[src/rtl/efuse_pkg.sv]
// efuse_pkg: shared types and constants for the eFuse access scheduler.
//   state_e : scheduler FSM states
//   op_e    : latched operation kind (read one byte / program one bit)
//   EFUSE_AW, EFUSE_DW : macro address and read-data widths
package efuse_pkg;
    localparam int EFUSE_AW = 8;
    localparam int EFUSE_DW = 8;

    typedef enum logic [1:0] {
        IDLE   = 2'd0,
        SETUP  = 2'd1,
        STROBE = 2'd2,
        HOLD   = 2'd3
    } state_e;

    typedef enum logic {
        OP_RD  = 1'b0,
        OP_PGM = 1'b1
    } op_e;
endpackage

[src/rtl/efuse_rr_arb.sv]
// efuse_rr_arb: requester 0 has strict priority, requesters 1..NREQ-1 share
// a round-robin slot.
//   clk, rst : clock, async active-high reset (pointer -> 1)
//   req_i    : request vector
//   upd_i    : grant was consumed this cycle; advance pointer past winner
//   gnt_o    : one-hot grant (combinational)
module efuse_rr_arb #(
    parameter int NREQ = 3
) (
    input  logic            clk,
    input  logic            rst,
    input  logic [NREQ-1:0] req_i,
    input  logic            upd_i,
    output logic [NREQ-1:0] gnt_o
);
    localparam int PW = (NREQ > 2) ? $clog2(NREQ) : 1;

    logic [PW-1:0] ptr_q, ptr_d;

    // Search starts at the pointer and wraps from NREQ-1 back to 1,
    // skipping index 0 which is handled by the priority path.
    always_comb begin
        int  idx;
        logic found;
        gnt_o = '0;
        found = 1'b0;
        idx   = 0;
        if (req_i[0]) begin
            gnt_o[0] = 1'b1;
        end else begin
            for (int k = 0; k < NREQ-1; k++) begin
                idx = int'(ptr_q) + k;
                if (idx >= NREQ) idx = idx - (NREQ-1);
                if (!found && req_i[idx]) begin
                    gnt_o[idx] = 1'b1;
                    found      = 1'b1;
                end
            end
        end
    end

    // Index-0 grants leave the rotation untouched.
    always_comb begin
        ptr_d = ptr_q;
        if (upd_i && !gnt_o[0]) begin
            for (int k = 1; k < NREQ; k++) begin
                if (gnt_o[k]) ptr_d = (k == NREQ-1) ? PW'(1) : PW'(k+1);
            end
        end
    end

    always_ff @(posedge clk or posedge rst) begin
        if (rst) ptr_q <= PW'(1);
        else     ptr_q <= ptr_d;
    end
endmodule

[src/rtl/efuse_access_sched.sv]
// efuse_access_sched: arbitrates eFuse requesters and sequences the macro
// AEN/RDEN/PGMEN pins with programmable strobe lengths.
//   req_vld/req_wr/req_addr/req_rdy : per-requester request handshake
//   rsp_vld/rsp_err/rsp_rdata       : one-cycle completion to the winner
//   cfg_trd/cfg_tpgm/cfg_wr_lock    : strobe lengths (minus 1), program lock
//   efuse_*                         : macro pins
//   busy                            : FSM not in IDLE
module efuse_access_sched
    import efuse_pkg::*;
#(
    parameter int NREQ   = 3,
    parameter int TRD_W  = 6,
    parameter int TPGM_W = 10
) (
    input  logic                     clk,
    input  logic                     rst,
    input  logic [NREQ-1:0]          req_vld,
    input  logic [NREQ-1:0]          req_wr,
    input  logic [NREQ*EFUSE_AW-1:0] req_addr,
    output logic [NREQ-1:0]          req_rdy,
    output logic [NREQ-1:0]          rsp_vld,
    output logic                     rsp_err,
    output logic [EFUSE_DW-1:0]      rsp_rdata,
    input  logic [TRD_W-1:0]         cfg_trd,
    input  logic [TPGM_W-1:0]        cfg_tpgm,
    input  logic                     cfg_wr_lock,
    output logic                     efuse_aen_o,
    output logic                     efuse_rden_o,
    output logic                     efuse_pgmen_o,
    output logic [EFUSE_AW-1:0]      efuse_addr_o,
    input  logic [EFUSE_DW-1:0]      efuse_rdata_i,
    output logic                     busy
);
    localparam int LW = (TPGM_W > TRD_W) ? TPGM_W : TRD_W;

    state_e              state_q, state_d;
    logic [NREQ-1:0]     gnt;
    logic [NREQ-1:0]     own_q;
    op_e                 op_q;
    logic [LW-1:0]       len_q, cnt_q;
    logic [EFUSE_DW-1:0] rdata_q;
    logic                accept, locked_acc, strobe_last;
    logic                sel_wr;
    logic [EFUSE_AW-1:0] sel_addr;

    logic                aen_q, aen_d, rden_q, rden_d, pgmen_q, pgmen_d;
    logic                err_q, err_d, busy_q, busy_d;
    logic [NREQ-1:0]     rsp_vld_q, rsp_vld_d;
    logic [EFUSE_AW-1:0] addr_q, addr_d;

    efuse_rr_arb #(.NREQ(NREQ)) u_arb (
        .clk   (clk),
        .rst   (rst),
        .req_i (req_vld),
        .upd_i (accept),
        .gnt_o (gnt)
    );

    assign req_rdy     = (state_q == IDLE && !rst) ? gnt : '0;
    assign accept      = |req_rdy;
    assign locked_acc  = accept && sel_wr && cfg_wr_lock;
    assign strobe_last = (state_q == STROBE) && (cnt_q == len_q);

    always_comb begin
        sel_wr   = 1'b0;
        sel_addr = '0;
        for (int i = 0; i < NREQ; i++) begin
            if (gnt[i]) begin
                sel_wr   = req_wr[i];
                sel_addr = req_addr[EFUSE_AW*i +: EFUSE_AW];
            end
        end
    end

    // State register
    always_ff @(posedge clk or posedge rst) begin
        if (rst) state_q <= IDLE;
        else     state_q <= state_d;
    end

    // Next state; a locked program skips the macro entirely.
    always_comb begin
        state_d = state_q;
        case (state_q)
            IDLE:    if (accept) state_d = locked_acc ? HOLD : SETUP;
            SETUP:   state_d = STROBE;
            STROBE:  if (strobe_last) state_d = HOLD;
            default: state_d = IDLE;
        endcase
    end

    // Output next-values, registered below so every macro pin and response
    // comes straight from a flop. IDLE->HOLD only happens on a locked
    // program, which is the sole source of rsp_err.
    always_comb begin
        aen_d     = (state_d == SETUP) || (state_d == STROBE);
        rden_d    = (state_d == STROBE) && (op_q == OP_RD);
        pgmen_d   = (state_d == STROBE) && (op_q == OP_PGM);
        addr_d    = (accept && !locked_acc) ? sel_addr : addr_q;
        rsp_vld_d = '0;
        if (state_d == HOLD) rsp_vld_d = (state_q == IDLE) ? req_rdy : own_q;
        err_d     = (state_d == HOLD) && (state_q == IDLE);
        busy_d    = (state_d != IDLE);
    end

    always_ff @(posedge clk or posedge rst) begin
        if (rst) begin
            aen_q     <= 1'b0;
            rden_q    <= 1'b0;
            pgmen_q   <= 1'b0;
            addr_q    <= '0;
            rsp_vld_q <= '0;
            err_q     <= 1'b0;
            busy_q    <= 1'b0;
        end else begin
            aen_q     <= aen_d;
            rden_q    <= rden_d;
            pgmen_q   <= pgmen_d;
            addr_q    <= addr_d;
            rsp_vld_q <= rsp_vld_d;
            err_q     <= err_d;
            busy_q    <= busy_d;
        end
    end

    // Request context is captured at accept so config writes during an
    // operation cannot stretch or shorten its strobe. The up-counter is as
    // wide as the longest length, so a max config runs 2^W cycles.
    always_ff @(posedge clk or posedge rst) begin
        if (rst) begin
            own_q   <= '0;
            op_q    <= OP_RD;
            len_q   <= '0;
            cnt_q   <= '0;
            rdata_q <= '0;
        end else begin
            if (accept) begin
                own_q <= req_rdy;
                op_q  <= sel_wr ? OP_PGM : OP_RD;
                len_q <= sel_wr ? LW'(cfg_tpgm) : LW'(cfg_trd);
            end
            if (state_q == STROBE) cnt_q <= strobe_last ? '0 : cnt_q + 1'b1;
            if (strobe_last && op_q == OP_RD) rdata_q <= efuse_rdata_i;
        end
    end

    assign efuse_aen_o   = aen_q;
    assign efuse_rden_o  = rden_q;
    assign efuse_pgmen_o = pgmen_q;
    assign efuse_addr_o  = addr_q;
    assign rsp_vld       = rsp_vld_q;
    assign rsp_err       = err_q;
    assign rsp_rdata     = rdata_q;
    assign busy          = busy_q;
endmodule

[config.mk]
export PLATFORM = sky130hd
export DESIGN_NAME = efuse_access_sched
export DESIGN_NICKNAME = d
export VERILOG_FILES = /design/src/rtl/efuse_pkg.sv /design/src/rtl/efuse_rr_arb.sv /design/src/rtl/efuse_access_sched.sv
export SDC_FILE = /design/constraint.sdc
export NUM_CORES = 1
export LEC_CHECK = 0
export CORE_MARGIN = 1
export CORE_UTILIZATION = 51
export DETAILED_ROUTE_END_ITERATION = 10
export MAX_ROUTING_LAYER = met4
export PLACE_DENSITY_LB_ADDON = 0.15
export SLEW_MARGIN = 15
export SYNTH_ARGS = -nofsm -noshare
export SYNTH_HDL_FRONTEND = slang
export SYNTH_SLANG_ARGS = --single-unit
[constraint.sdc]
create_clock -name clk -period 4.8 [get_ports clk]
set_input_delay 0.48 -clock clk [delete_from_list [all_inputs] [get_ports clk]]
set_output_delay 0.48 -clock clk [all_outputs]
set_load 0.05 [all_outputs]
# Yosys cells after proc, flatten, opt, wreduce, memory -nomap -nowiden
# Index checks and enable logic that the tools add are counted.
# op_classes
add_sub_neg	4
n_reduce_logical	23
mux	39
n_eq_ne	6
n_bitwise	2
n_lt_le_gt_ge	6
# op_table
op	n
32-bit two-way mux	4
32-bit by 1-bit greater-or-equal comparator with 1-bit output (second input constant)	2
32-bit by 4-bit < comparator with 1-bit output (second input constant)	2
32-bit by 3-bit greater-or-equal comparator with 1-bit output (second input constant)	1
32-bit by 3-bit subtractor with 32-bit output (second input constant)	1
8-bit two-way mux	3
10-bit two-way mux	2
3-bit two-way mux	6
1-bit logical AND	13
1-bit two-way mux	13
2-bit two-way mux	6
10-bit by 1-bit adder with 10-bit output (second input constant)	1
10-bit == test	1
2-bit == test (second input constant)	3
2-bit case mux with 3 select lines	1
1-bit binary-select mux with 2-bit select	2
1-bit demux with 2-bit select	2
2-bit by 1-bit == test with 1-bit output (second input constant)	2
1-bit logical NOT	4
2-bit nonzero test	2
2-bit by 1-bit adder with 3-bit output (second input constant)	1
3-bit OR	1
3-bit OR reduction	1
2-bit by 2-bit subtractor with 3-bit output (second input constant)	1
other kinds (5)	5
# word_totals
wordCells	94
output_inout_bits	27
reg_bits	52
in_bits	57

# Logic depth before layout (Yosys ltp)
# Gate-level depths: netlist of run 1.
# depth
ltp_word	22
mapped_depth	10
ltp_nobuf	10

# Cells and area by module
# From an unflattened synthesis of run 1, not the netlist that was laid out.
# hier_totals
cells_unflattened	270
area_unflattened_um2	2807.7
# modules_own_cells
module	instances	area_each_um2	cells_per_inst	seq_area_each_um2
efuse_access_sched	1	2438.6	227	1251.2
efuse_rr_arb	1	369.1	43	51.3

# Least setup slack after synthesis of run 1
# No wires, ideal clock.
# synth_timing
path_kind	input -> output
from	input rst
to	output req_rdy[0]
path_stages	3
path_slack_ps	1761
arrival_ps	2559
path_cell_list	inv_1 nand2_1 nor2_1
# synth_via
elab_chain_len	3
# synth_rtl
item	line_no	source
from (decl)	efuse_access_sched.sv:16	input logic rst,
1-bit logical NOT (no line)	--	
1-bit logical AND	efuse_access_sched.sv:59	assign req_rdy = (state_q == IDLE && !rst) ? gnt : '0;
3-bit two-way mux	efuse_access_sched.sv:59	
to (decl)	efuse_access_sched.sv:20	output logic [NREQ-1:0] req_rdy,
# Every way passes these cells.

# Worst setup path in the final report of run 1
# layout_timing
from	register u_arb.ptr_q[0]
to	output req_rdy[2]
# layout_via
elab_chain_len	13
word_cells_on_any_way	35
# layout_rtl
item	line_no	source
from (decl)	efuse_rr_arb.sv:18	logic [PW-1:0] ptr_q, ptr_d;
from (signal assigned)	efuse_rr_arb.sv:54	else ptr_q <= ptr_d;
parallel branches: the longest is 10 deep, another holds 32-bit by 3-bit subtractor with 32-bit output	--	
3-bit two-way mux (*)	efuse_rr_arb.sv:34	if (!found && req_i[idx]) begin
2-bit two-way mux (*)	efuse_rr_arb.sv:28	if (req_i[0]) begin
3-bit two-way mux (*)	efuse_access_sched.sv:59	
# Mark *: on every way between the ends. The select of a mux whose other input is x is not followed.

==> results.txt, run 1 <==
A synthesized cell averages 10.6 sq um. The number of library cell types mapped by synthesis came out at 50. The minimum setup slack among reg-to-reg paths came out at 1.37 ns. The instance count of the mapped netlist came out at 268. The total wirelength of the detailed-routed design is 6550 um. The worst setup path is launched from a register.

The detailed-route via count is 2315. The count of cells in the finished layout, fillers not included, comes to 425. For this run, asynchronously set or reset flops after synthesis account for 100%. Before CTS, the worst setup slack after placement is 1.41 ns. The post-cts gate resize count came out at 0.

In the global route stage, overall resource usage came out at 24.4%. The final layout contains 423 nets. The portion of the clock cycle consumed by the worst path in the final layout came out at 74.6%. The cell area that synthesis handed to floorplanning was 2840 sq um. The shortest clock period the worst path allows after layout came out at 3.58 ns. The total grt overflow is 0. The multi-input combinational cells in the finished layout cover a total of 1450 sq um. The startpoint identified for the worst hold timing path is own_q[1]$_DFFE_PP0N_. The placed instance area came out at 3760 sq um.

The die outline height came out at 76.6 um. Counting every sink on the clock net gives 52. For this run, the share of the core covered by cells in the final layout is 73.6%.

The via count of the first global-routing pass is 2335. The max-cap violation count came out at 0. The via-per-instance ratio is 5.45. The worst register-to-register path begins at u_arb.ptr_q[0]$_DFFE_PP1P_. The post-CTS repair timing setup buffer count is 0. Among all flip-flop cells after synthesis, the most frequent one is dfrtp_1.

The number of warnings reported in the yosys synthesis log came out at 0. The number of H-tree levels came out at 2. By area the synthesized netlist is led by dfrtp_1, mux2_2, ha_1, xnor2_1, mux2i_1. The placement row count came out at 26. The remaining number of nets flagged by the antenna check after routing came out at 0. The tightest min-delay check is of the register to register type.

For this configuration, the core starts out at a cell density of 54.2%. The area growth from synthesis to layout is 35.8%. For the pin with the worst max-slew slack, the measured transition is 0.933 ns. No sink is reached through more buffers than the 2 on the longest clock path.

The final hold violation count came out at 0. The count of flip-flops with a built-in enable after synthesis came out at 0. At the end of routability-driven placement, the weighted congestion stood at 0.811. In the routed design, unresolved DRC markers number 0. The final setup violation count is 0.

The boundary pin count came out at 84. Once layout is done, the placed cells without fillers occupy 3850 sq um. The worst register-to-register path has a depth of 11. The clock root buffer is clkbuf_8. The worst endpoint data arrival time came out at 3.10 ns.

The worst endpoint required time is 4.32 ns. The fmax came out at 0.279 GHz. The library cells used most frequently in the layout, excluding fill and tap cells, are clkdlybuf4s50_1, dfrtp_1, nor2_1, o21ai_0, nand2_1.

The wire-length estimate of the detail-placed layout is 4910 um. The largest net degree at the start of global routing came out at 53. Measured along the x axis, the die boundary spans 76.6 um. The wire length of the first global-routing pass came out at 10900 um.

The number of DRC violations after detailed-routing iteration 0 is 133. The net count of the mapped netlist came out at 337. By startpoint and endpoint, the worst setup path is classified as register to output port. The endpoint with the worst hold slack is own_q[1]$_DFFE_PP0N_. The iteration count of the initial detailed-routing pass came out at 4. The number of filler instances in the final layout came out at 386. The cell count after placement is 417. The sum of negative setup slack is 0 ns.

The post-synthesis sequential area ratio is 45.9%. The worst pin sits at a relative slew slack of 37.3%. The run finished with clean final reports. Summed over its instances, the top area cell type makes up 45.0% of the synthesized netlist area.

The number of antenna cells inserted is 0. Across the VDD grid, the largest voltage drop is 0.000288 V. The average wire per cell in the routed design came out at 15.4 um. The number of buffers added on ports came out at 83. Setup repair after global routing left no endpoint under its margin.

The highest net fanout along the worst path came out at 8. The area of the die is 5860 sq um. In this run, CTS created clock tree buffers numbering 5.

The post-synthesis sequential element count is 52. The most common cell after layout, fill and taps aside is clkdlybuf4s50_1. The latest clock arrival within the worst-skew pair is 0.31 ns. The number of pins exceeding their max-slew limit in the final report is 0.

The clock slew seen by the registers of the worst setup and hold paths came out at 0.10 ns. The endpoint of the worst register-to-register path is rsp_vld[2]$_DFF_PP0_. Cells with a size suffix above 1 make up 10.7% of the layout. The initial antenna violation count came out at 0. The power density normalized to cell area is 560 nW/um^2.

The post-synthesis cell type with the largest combined area is dfrtp_1. The placeable core region came out at 5240 sq um. STA classifies the critical path endpoint as an output port. The hold buffer count at cts is 0. Registers take 1300 sq um. The number of instances on the worst hold path is 1. Between clock sinks in the finished design, the worst skew comes to 0.00723 ns. TritonCTS built the clock tree. Summed over all cells, the static leakage comes to 1.62 nW.

The post-layout worst setup margin came out at 1.22 ns.
-- worst max-delay path, stage by stage (launching register included) --
cell,delay [ns]
dfstp_2,0.61
inv_1,0.12
ha_1,0.37
nor3_1,0.19
nand4b_1,0.16
a311oi_4,0.32
nand2_1,0.15
inv_1,0.08
clkdlybuf4s50_1,0.79
-- cells by family (layout without fill, tap and decap cells) --
family / count (synthesis) / count (layout) / synth area share [%]
AOI/OAI and AO/OA: 61 / 61 / 16.1
DFF: 52 / 52 / 45.9
muxes: 25 / 25 / 9.53
buffers and inverters: 21 / 108 / 2.87
adders and majority gates: 12 / 12 / 5.29
and+or+nand+nor: 80 / 80 / 15.1
xor gates and xnor gates: 17 / 17 / 5.25
-- synthesized netlist by cell type, drive strengths merged (5+ instances only) --
| library cell | n |
|---|---|
| ha | 12 |
| xor2 | 5 |
| dfrtp | 51 |
| clkbuf | 6 |
| nand4 | 6 |
| mux2i | 9 |
| a31oi | 7 |
| o21ai | 18 |
| nor2 | 19 |
| and2 | 11 |
| a21oi | 9 |
| nand2 | 18 |
| inv | 12 |
| mux2 | 16 |
| xnor2 | 12 |
| nor2b | 5 |
-- worst max-delay path by stage --
| stage | end | startpoint | cells after the start |
|---|---|---|---|
| 6_report | req_rdy[2] | u_arb.ptr_q[0]$_DFFE_PP1P_ | 8 |
| 5_1_grt | req_rdy[2] | u_arb.ptr_q[0]$_DFFE_PP1P_ | 8 |
| 4_1_cts | req_rdy[2] | u_arb.ptr_q[0]$_DFFE_PP1P_ | 8 |
| 3_5_place_dp | rsp_err$_DFF_PP0_ | req_vld[2] | 9 |
| 3_3_place_gp | rsp_err$_DFF_PP0_ | req_vld[2] | 9 |
| 2_1_floorplan | req_rdy[0] | rst | 3 |
-- layout make-up --
cell class                 instances  area share, %
clock buffer                       5           1.79
clock inverter                     3          0.715
inverter                          12           1.17
multi-input combinational        195           37.7
sequential                        52           33.8
tap                               70           2.27
timing repair buffer              88           22.5
-- state kept, by name, summed over array words and instances (netlist names) --
signal and count:
efuse_pgmen_o 1, rsp_vld 3, busy 1, efuse_addr_o 8, rsp_err 1, cnt_q 10, rsp_rdata 8, state_q 2
u_arb.ptr_q 2, op_q 1, len_q 10, own_q 3, efuse_rden_o 1, efuse_aen_o 1
-- metrics by stage --
| stage | hold WS (ns) | power, mW |
|---|---|---|
| after global placement | 0.455 | 1.86 |
| after detailed placement | 0.458 | 1.90 |
| final | 0.474 | 2.16 |
| after CTS | 0.481 | 2.17 |
| after floorplan | 0.442 | 1.55 |
| after global routing | 0.495 | 2.29 |
-- where the power goes --
part / total, mW / internal, mW / leakage [nW] / switching, mW
registers: 0.728 / 0.605 / 0.642 / 0.123
logic: 1.16 / 0.488 / 0.930 / 0.677
clock network: 0.264 / 0.107 / 0.0463 / 0.157
-- routing by layer --
layer / up-vias / part of all wire (%) / global-route usage (%)
met4: 0 / 0.84 / 6.15
met5: - / 0 / -
li1: 1125 / - / -
met2: 71 / 50 / 41.2
met1: 1112 / 44 / 30.0
met3: 7 / 4.9 / 4.91
(Power assumes the default switching activity.)
==> inputs of run 2 (changes only) <==
- CORE_UTILIZATION: 51 -> 43
- clock period: 4.8 -> 2.9 ns (I/O delays scaled with it)
==> results.txt, run 2 (same netlist as run 1, synthesis figures left out) <==
The number of sinks handled by clock tree synthesis came to 52 (unchanged). The worst endpoint data arrival time is 2.56 ns (was 3.10 ns). The fraction of final layout cells with drive strength greater than 1 came out at 20.9% (was 10.7%).

Top library cells by usage in the layout, fill and taps aside: clkdlybuf4s50_1, dfrtp_1, buf_4, nor2_1 (was clkdlybuf4s50_1, dfrtp_1, nor2_1, o21ai_0, nand2_1). The sequential cell area in the final layout is 1300 sq um (about the same). The average wire per cell in the routed design came to 15.3 um (was 15.4 um).

The half-perimeter wire length after placement is 5050 um (was 4910 um). The clock tree from TritonCTS is done (unchanged). The kind of capture point of the worst setup path is an output port (unchanged). The via-per-instance ratio came out at 5.30 (was 5.45).

The number of nets in the layout is 441 (was 423). The number of clock buffers inserted by TritonCTS is 5 (unchanged). The wire length of the first global-routing pass is 11200 um (was 10900 um). The power density normalized to cell area came out at 948 nW/um^2 (was 560 nW/um^2).

The area of the die is 6930 sq um (was 5860 sq um). The overall routing resource usage is 20.6% (was 24.4%). The cell with the largest stage delay on the worst path is dfstp_2 (was clkdlybuf4s50_1). The highest net fanout along the worst path came out at 6 (was 8). The biggest cell delay along the critical path is 0.57 ns (was 0.79 ns). The category of the critical setup timing path is register to output port (unchanged). The setup slack at placement is -0.0509 ns (was 1.41 ns). The buffers plus inverters on the worst setup path came out at 5 (was 3). The remaining number of nets flagged by the antenna check after routing is 0 (unchanged).

The die outline width is 83.2 um (was 76.6 um). The fmax came out at 0.350 GHz. The buffer depth of the longest clock path came out at 2 (unchanged). The post-layout worst setup margin came out at 0.0460 ns (was 1.22 ns). The total power consumption of the routed design is 3.97 mW (was 2.16 mW). The number of H-tree levels is 2 (unchanged). The cell count after placement came out at 435 (was 417). The maximum resistive drop on vdd is 0.000464 V (was 0.000288 V). The non-filler instance count after layout was 450 (was 425). The detailed-route via count is 2383 (was 2315). The worst endpoint required time came to 2.61 ns (was 4.32 ns).

The weighted congestion reported at the end of routability-driven placement came to 0.850 (was 0.811). The final setup violation count is 0 (unchanged). The total grt overflow came out at 0 (unchanged). The number of DRC violations after detailed-routing iteration 0 came out at 149 (was 133). The shortest clock period the worst path allows after layout came out at 2.85 ns.

The boundary pin count is 84 (unchanged). The headroom to the max-slew limit is 55.7% (was 37.3%). Leading registers by flop count: cnt_q: 10 flops, len_q: 10 flops (unchanged). Setup repair after global routing missed its margin: yes (was no). The hold slack was 0.483 ns (was 0.474 ns). The placement row count came to 29 (was 26).

The cell class contributing the biggest share of worst-path delay is buffers and inverters (unchanged). The number of pins exceeding their max-slew limit in the final report is 0 (unchanged). The initial antenna violation count came out at 0 (unchanged). Series of cell instances along the critical path: clkinvlp_4 > ha_4 > and3b_1 > o21ba_2 > a311oi_4 > buf_6 > buf_4 > nand2_1 > inv_2 > buf_12 (was inv_1 > ha_1 > nor3_1 > nand4b_1 > a311oi_4 > nand2_1 > inv_1 > clkdlybuf4s50_1).

The number of filler instances in the final layout is 506 (was 386). The clock root buffer was clkbuf_8 (unchanged). The placeable core region came to 6350 sq um (was 5240 sq um). The die outline height is 83.2 um (was 76.6 um). The latest clock arrival within the worst-skew pair came out at 0.31 ns (about the same). The final hold violation count is 0 (unchanged). The clock skew after layout is 0.00998 ns (was 0.00723 ns).

The number of buffers added on ports came out at 83 (unchanged). The hold buffer count at cts was 0 (unchanged). The iteration count of the initial detailed-routing pass is 6 (was 4).

The max-cap violation count was 0 (unchanged). The critical path startpoint category is a register (unchanged). The clock slew seen by the registers of the worst setup and hold paths was 0.10 ns (about the same).

The via count of the first global-routing pass came out at 2389 (was 2335). The cell leakage power was 1.74 nW (was 1.62 nW). The DRC violation count after routing was 0 (unchanged). The total wirelength of the detailed-routed design came out at 6870 um (was 6550 um). The slew at the pin with the worst max-slew slack came to 0.665 ns (was 0.933 ns). The number of antenna cells inserted came out at 0 (unchanged). The area growth from synthesis to final layout is 47.5% (was 35.8%). The portion of the clock cycle consumed by the worst path in the final layout is 98.4%. Run status: complete, no violations (unchanged). The worst min-delay path category is register to register (unchanged). The initial cell density of the core came out at 44.7% (was 54.2%).

The largest net degree at the start of global routing came out at 53 (unchanged). The multi-input logic area came out at 1580 sq um (was 1450 sq um). The most common cell after layout, fill and taps aside is clkdlybuf4s50_1 (unchanged).
## run 2: cell count changes in the layout (fill, tap and decap cells not counted), moves of 3 or more
cell             change
buf_4               +16
ha_1                 -3
clkdlybuf4s50_1      -3
buf_12               +3
## run 2: where the power goes
part	internal [mW]	total, mW	switching (mW)
sequential	1.00	1.20	0.200
clock	0.261	0.519	0.258
combinational	1.00	2.24	1.24
total	2.26	3.97	1.70
## run 2: layout make-up
| class | count | share of cell area (%) |
|---|---|---|
| Sequential cell | 52 | 31.2 |
| Clock inverter | 2 | 0.927 |
| Tap cell | 77 | 2.30 |
| Clock buffer | 6 | 1.73 |
| Inverter | 12 | 1.17 |
| Timing Repair Buffer | 106 | 24.9 |
| Multi-Input combinational cell | 195 | 37.8 |
## run 2: worst paths after layout
kind / slack [ns] / endpoint / cells past startpoint / startpoint
worst min register to register: 0.48 / own_q[0]$_DFFE_PP0N_ / 1 / own_q[0]$_DFFE_PP0N_
min in group asynchronous: 0.51 / own_q[0]$_DFFE_PP0N_ / 3 / rst
worst max register to register: 0.05 / efuse_addr_o[0]$_DFFE_PP0P_ / 11 / u_arb.ptr_q[0]$_DFFE_PP1P_
worst max-delay path: 0.05 / req_rdy[2] / 10 / u_arb.ptr_q[0]$_DFFE_PP1P_
worst min-delay path: 0.48 / own_q[0]$_DFFE_PP0N_ / 1 / own_q[0]$_DFFE_PP0N_
max in group asynchronous: 1.92 / u_arb.ptr_q[1]$_DFFE_PP0P_ / 3 / rst
## run 2: per-stage QoR
| stage | util (%) | instance area, sq um | setup TNS, ns |
|---|---|---|---|
| 3_3_place_gp | 61.2 | 3890 | 0 |
| 2_1_floorplan | - | 2860 | -0.00722 |
| 5_1_grt | 65.9 | 4180 | -0.206 |
| 3_5_place_dp | 61.2 | 3890 | -0.0766 |
| 4_1_cts | 63.1 | 4010 | -0.215 |
| 6_report | 65.9 | 4180 | 0 |
## run 2: what timing repair did
item / 4_1_cts / 5_1_grt
pin swaps: 0 / 7
cloned: 0 / 0
setup buffers: 0 / 7
gates resized for setup: 2 / 25
setup endpoints to repair: 15 / 21
hold endpoints to repair: 0 / 0
## run 2: routing by layer
layer | routed length (um) | vias to the layer above | track usage [%] | share of wire (%)
met5 | 0 | - | - | 0
met4 | 91 | 0 | 6.27 | 1.3
met3 | 443 | 9 | 5.57 | 6.4
met2 | 3500 | 70 | 34.9 | 51
met1 | 2840 | 1143 | 23.8 | 41
li1 | - | 1161 | - | -
## run 2: worst register-to-register path, cell delays in order, from the launching register on
cell	delay [ns]
dfstp_2	0.57
clkinvlp_4	0.15
ha_4	0.22
and3b_1	0.19
o21ba_2	0.22
a311oi_4	0.28
buf_6	0.18
buf_6	0.18
nand3_1	0.15
o311ai_4	0.10
buf_12	0.16
mux2_2	0.33
==> inputs of run 3 (changes only) <==
- CTS_CLUSTER_SIZE: default -> 30
==> results of run 3 <==
Final layout, timing and power as in run 2 (identical DEF).
==> patch: new RTL, flow settings as in run 3 <==
The parameter `TRD_W` goes from 6 to 12.
--- a/src/rtl/efuse_access_sched.sv
+++ b/src/rtl/efuse_access_sched.sv
@@ -9,7 +9,7 @@
     import efuse_pkg::*;
 #(
     parameter int NREQ   = 3,
-    parameter int TRD_W  = 6,
+    parameter int TRD_W  = 12,
     parameter int TPGM_W = 10
 ) (
     input  logic                     clk,
Ports: changed (resized cfg_trd); port bits go from 84 to 90. No check against the original RTL was run, so the function may have changed too.
==> patch against run 3 <==
  * Final cell count increased by 8.7%
  * Count of clock-buffer cells in the layout fell by 1
  * Design area rose by 1.6%
  * Register-to-register slack gained 110 ps
  * Area after synthesis increased by 8.6%
  * Wire length shrank 5.8%
  * Setup slack improved by 40 ps
  * Core utilization fell by 4.0 points
  * Power fell by 7.9%
  * Sequential cell count rose by 4
==> patch: results (changes against run 3) <==
stage,metric,value,unit,change
run_status,status,finished clean,,
worst_setup_path,reg2reg_depth,10,,-1
grt,first_pass_grt_wire_length,11000,um,-1.7%
yosys,ys_types,49,,-2.0%
min_path,hold-path-endpoint,own_q[2],,
yosys,portion_of_the_post_synthesis_area_used_by_sequential_elements,0.456,,-0.00369
finish,biggestRegsByFlops,"cnt_q: 12 flops, len_q: 12 flops",,
timing,maxSlewHeadroom,0.550,,-0.00640
grt,grt_max_degree,57,,+7.5%
yosys,avgSynthCellArea,10.4,sq um,-2.0%
worst_setup_path,crit-reg2reg-capture,rsp_err,,
worst_setup_path,critical_path.max_fanout,18,,+12
finish,num-fill-cells,592,,+17%
timing,finalClockSkew,9.66,ps,-0.318 ps
grt,globalRouteTotalUtil,0.191,,-0.0146
grt,grt_use_met3,0.0343,,-0.0214
place,numPortBuffers,89,,+7.2%
finish,drive_gt1_frac,0.145,,-0.0641
worst_setup_path,worst_path_dominant_cell_family,compound AO/OA/AOI/OAI gates,,
yosys,synth_top_cells_by_count,"sky130_fd_sc_hd__dfrtp_1 (55), sky130_fd_sc_hd__nor2_1 (36), sky130_fd_sc_hd__nand2_1 (23)",,
place,gpl.final_weighted_congestion,0.818,,-3.8%
route,route.vias.total,2400,,+0.71%
worst_setup_path,timing.critical_path.slowest_cell_delay,610,ps,+40 ps
yosys,mappedNetlistNets,372,,+10%
finish,fin_cells,489,,+8.7%
yosys,ys_top_cells_by_area,"sky130_fd_sc_hd__dfrtp_1 (45%), sky130_fd_sc_hd__ha_1 (4.9%), sky130_fd_sc_hd__nor2_1 (4.4%)",,
power,comb_power_share,0.537,,-0.029
grt,met2_usage,0.307,,-0.0428
route,first_pass_iters,4,,-2
route,drt_wl_total,6480,um,-5.8%
power,total_leakage_power,1.87,nW,+7.5%
power,clock_net_power,0.439,mW,-15%
finish,multiInputGateArea,1590,sq um,+0.55%
power,vdd_ir_drop_max,0.391,mV,-16%
worst_setup_path,crit_arrival,2520,ps,-40 ps
power,cellInternalPower,2.10,mW,-7.3%
place,dp_slack,144,ps,+195 ps
route,detail_route.iter0.violations,88,,-41%
grt,grt_pass1_vias,2310,,-3.3%
[patch: cell count changes after synthesis, moves of 4 or more]
cell / delta
sky130_fd_sc_hd__nand2_1: +5
sky130_fd_sc_hd__o21ai_0: -15
sky130_fd_sc_hd__a21oi_1: +5
sky130_fd_sc_hd__o21ai_1: +4
sky130_fd_sc_hd__xor2_1: +6
sky130_fd_sc_hd__mux2_2: -8
sky130_fd_sc_hd__buf_6: +4
sky130_fd_sc_hd__mux2_4: +8
sky130_fd_sc_hd__and2_1: -7
sky130_fd_sc_hd__dfrtp_1: +4
sky130_fd_sc_hd__nand3_1: +16
sky130_fd_sc_hd__nor2_1: +17
[patch: kinds of logic after synthesis]
group,Yosys count,share of synthesized area
xor gates and xnor gates,23,0.0654
muxes,27,0.104
and+or+nand+nor,104,0.169
adders and majority gates,12,0.0488
buffers and inverters,24,0.0394
DFF,56,0.456
AOI/OAI and AO/OA,51,0.117
[patch: cell type report]
class	count	area share
clock inverter	3	0.00589
tap	96	0.0283
clock buffer	5	0.0162
multi-input combinational	217	0.374
timing repair buffer	100	0.234
sequential	56	0.330
inverter	12	0.0115
[patch: metal layers]
layer  part of all wire  up-vias
li1                   -     1217
met3              0.043        2
met4             0.0048        0
met2               0.47       55
met1               0.48     1126
met5                  0        -
[patch: how the worst max path moves through the flow]
stage | slack (ps) | endpoint | cells after the start | from
after floorplan | 20 | rsp_err | 13 | u_arb.ptr_q[0]
final | 90 | req_rdy[2] | 8 | u_arb.ptr_q[0]
after global placement | 200 | efuse_pgmen_o | 10 | u_arb.ptr_q[0]
after global routing | 7 | req_rdy[2] | 8 | u_arb.ptr_q[0]
after detailed placement | 140 | efuse_addr_o[0] | 9 | u_arb.ptr_q[0]
after CTS | 20 | req_rdy[2] | 8 | u_arb.ptr_q[0]
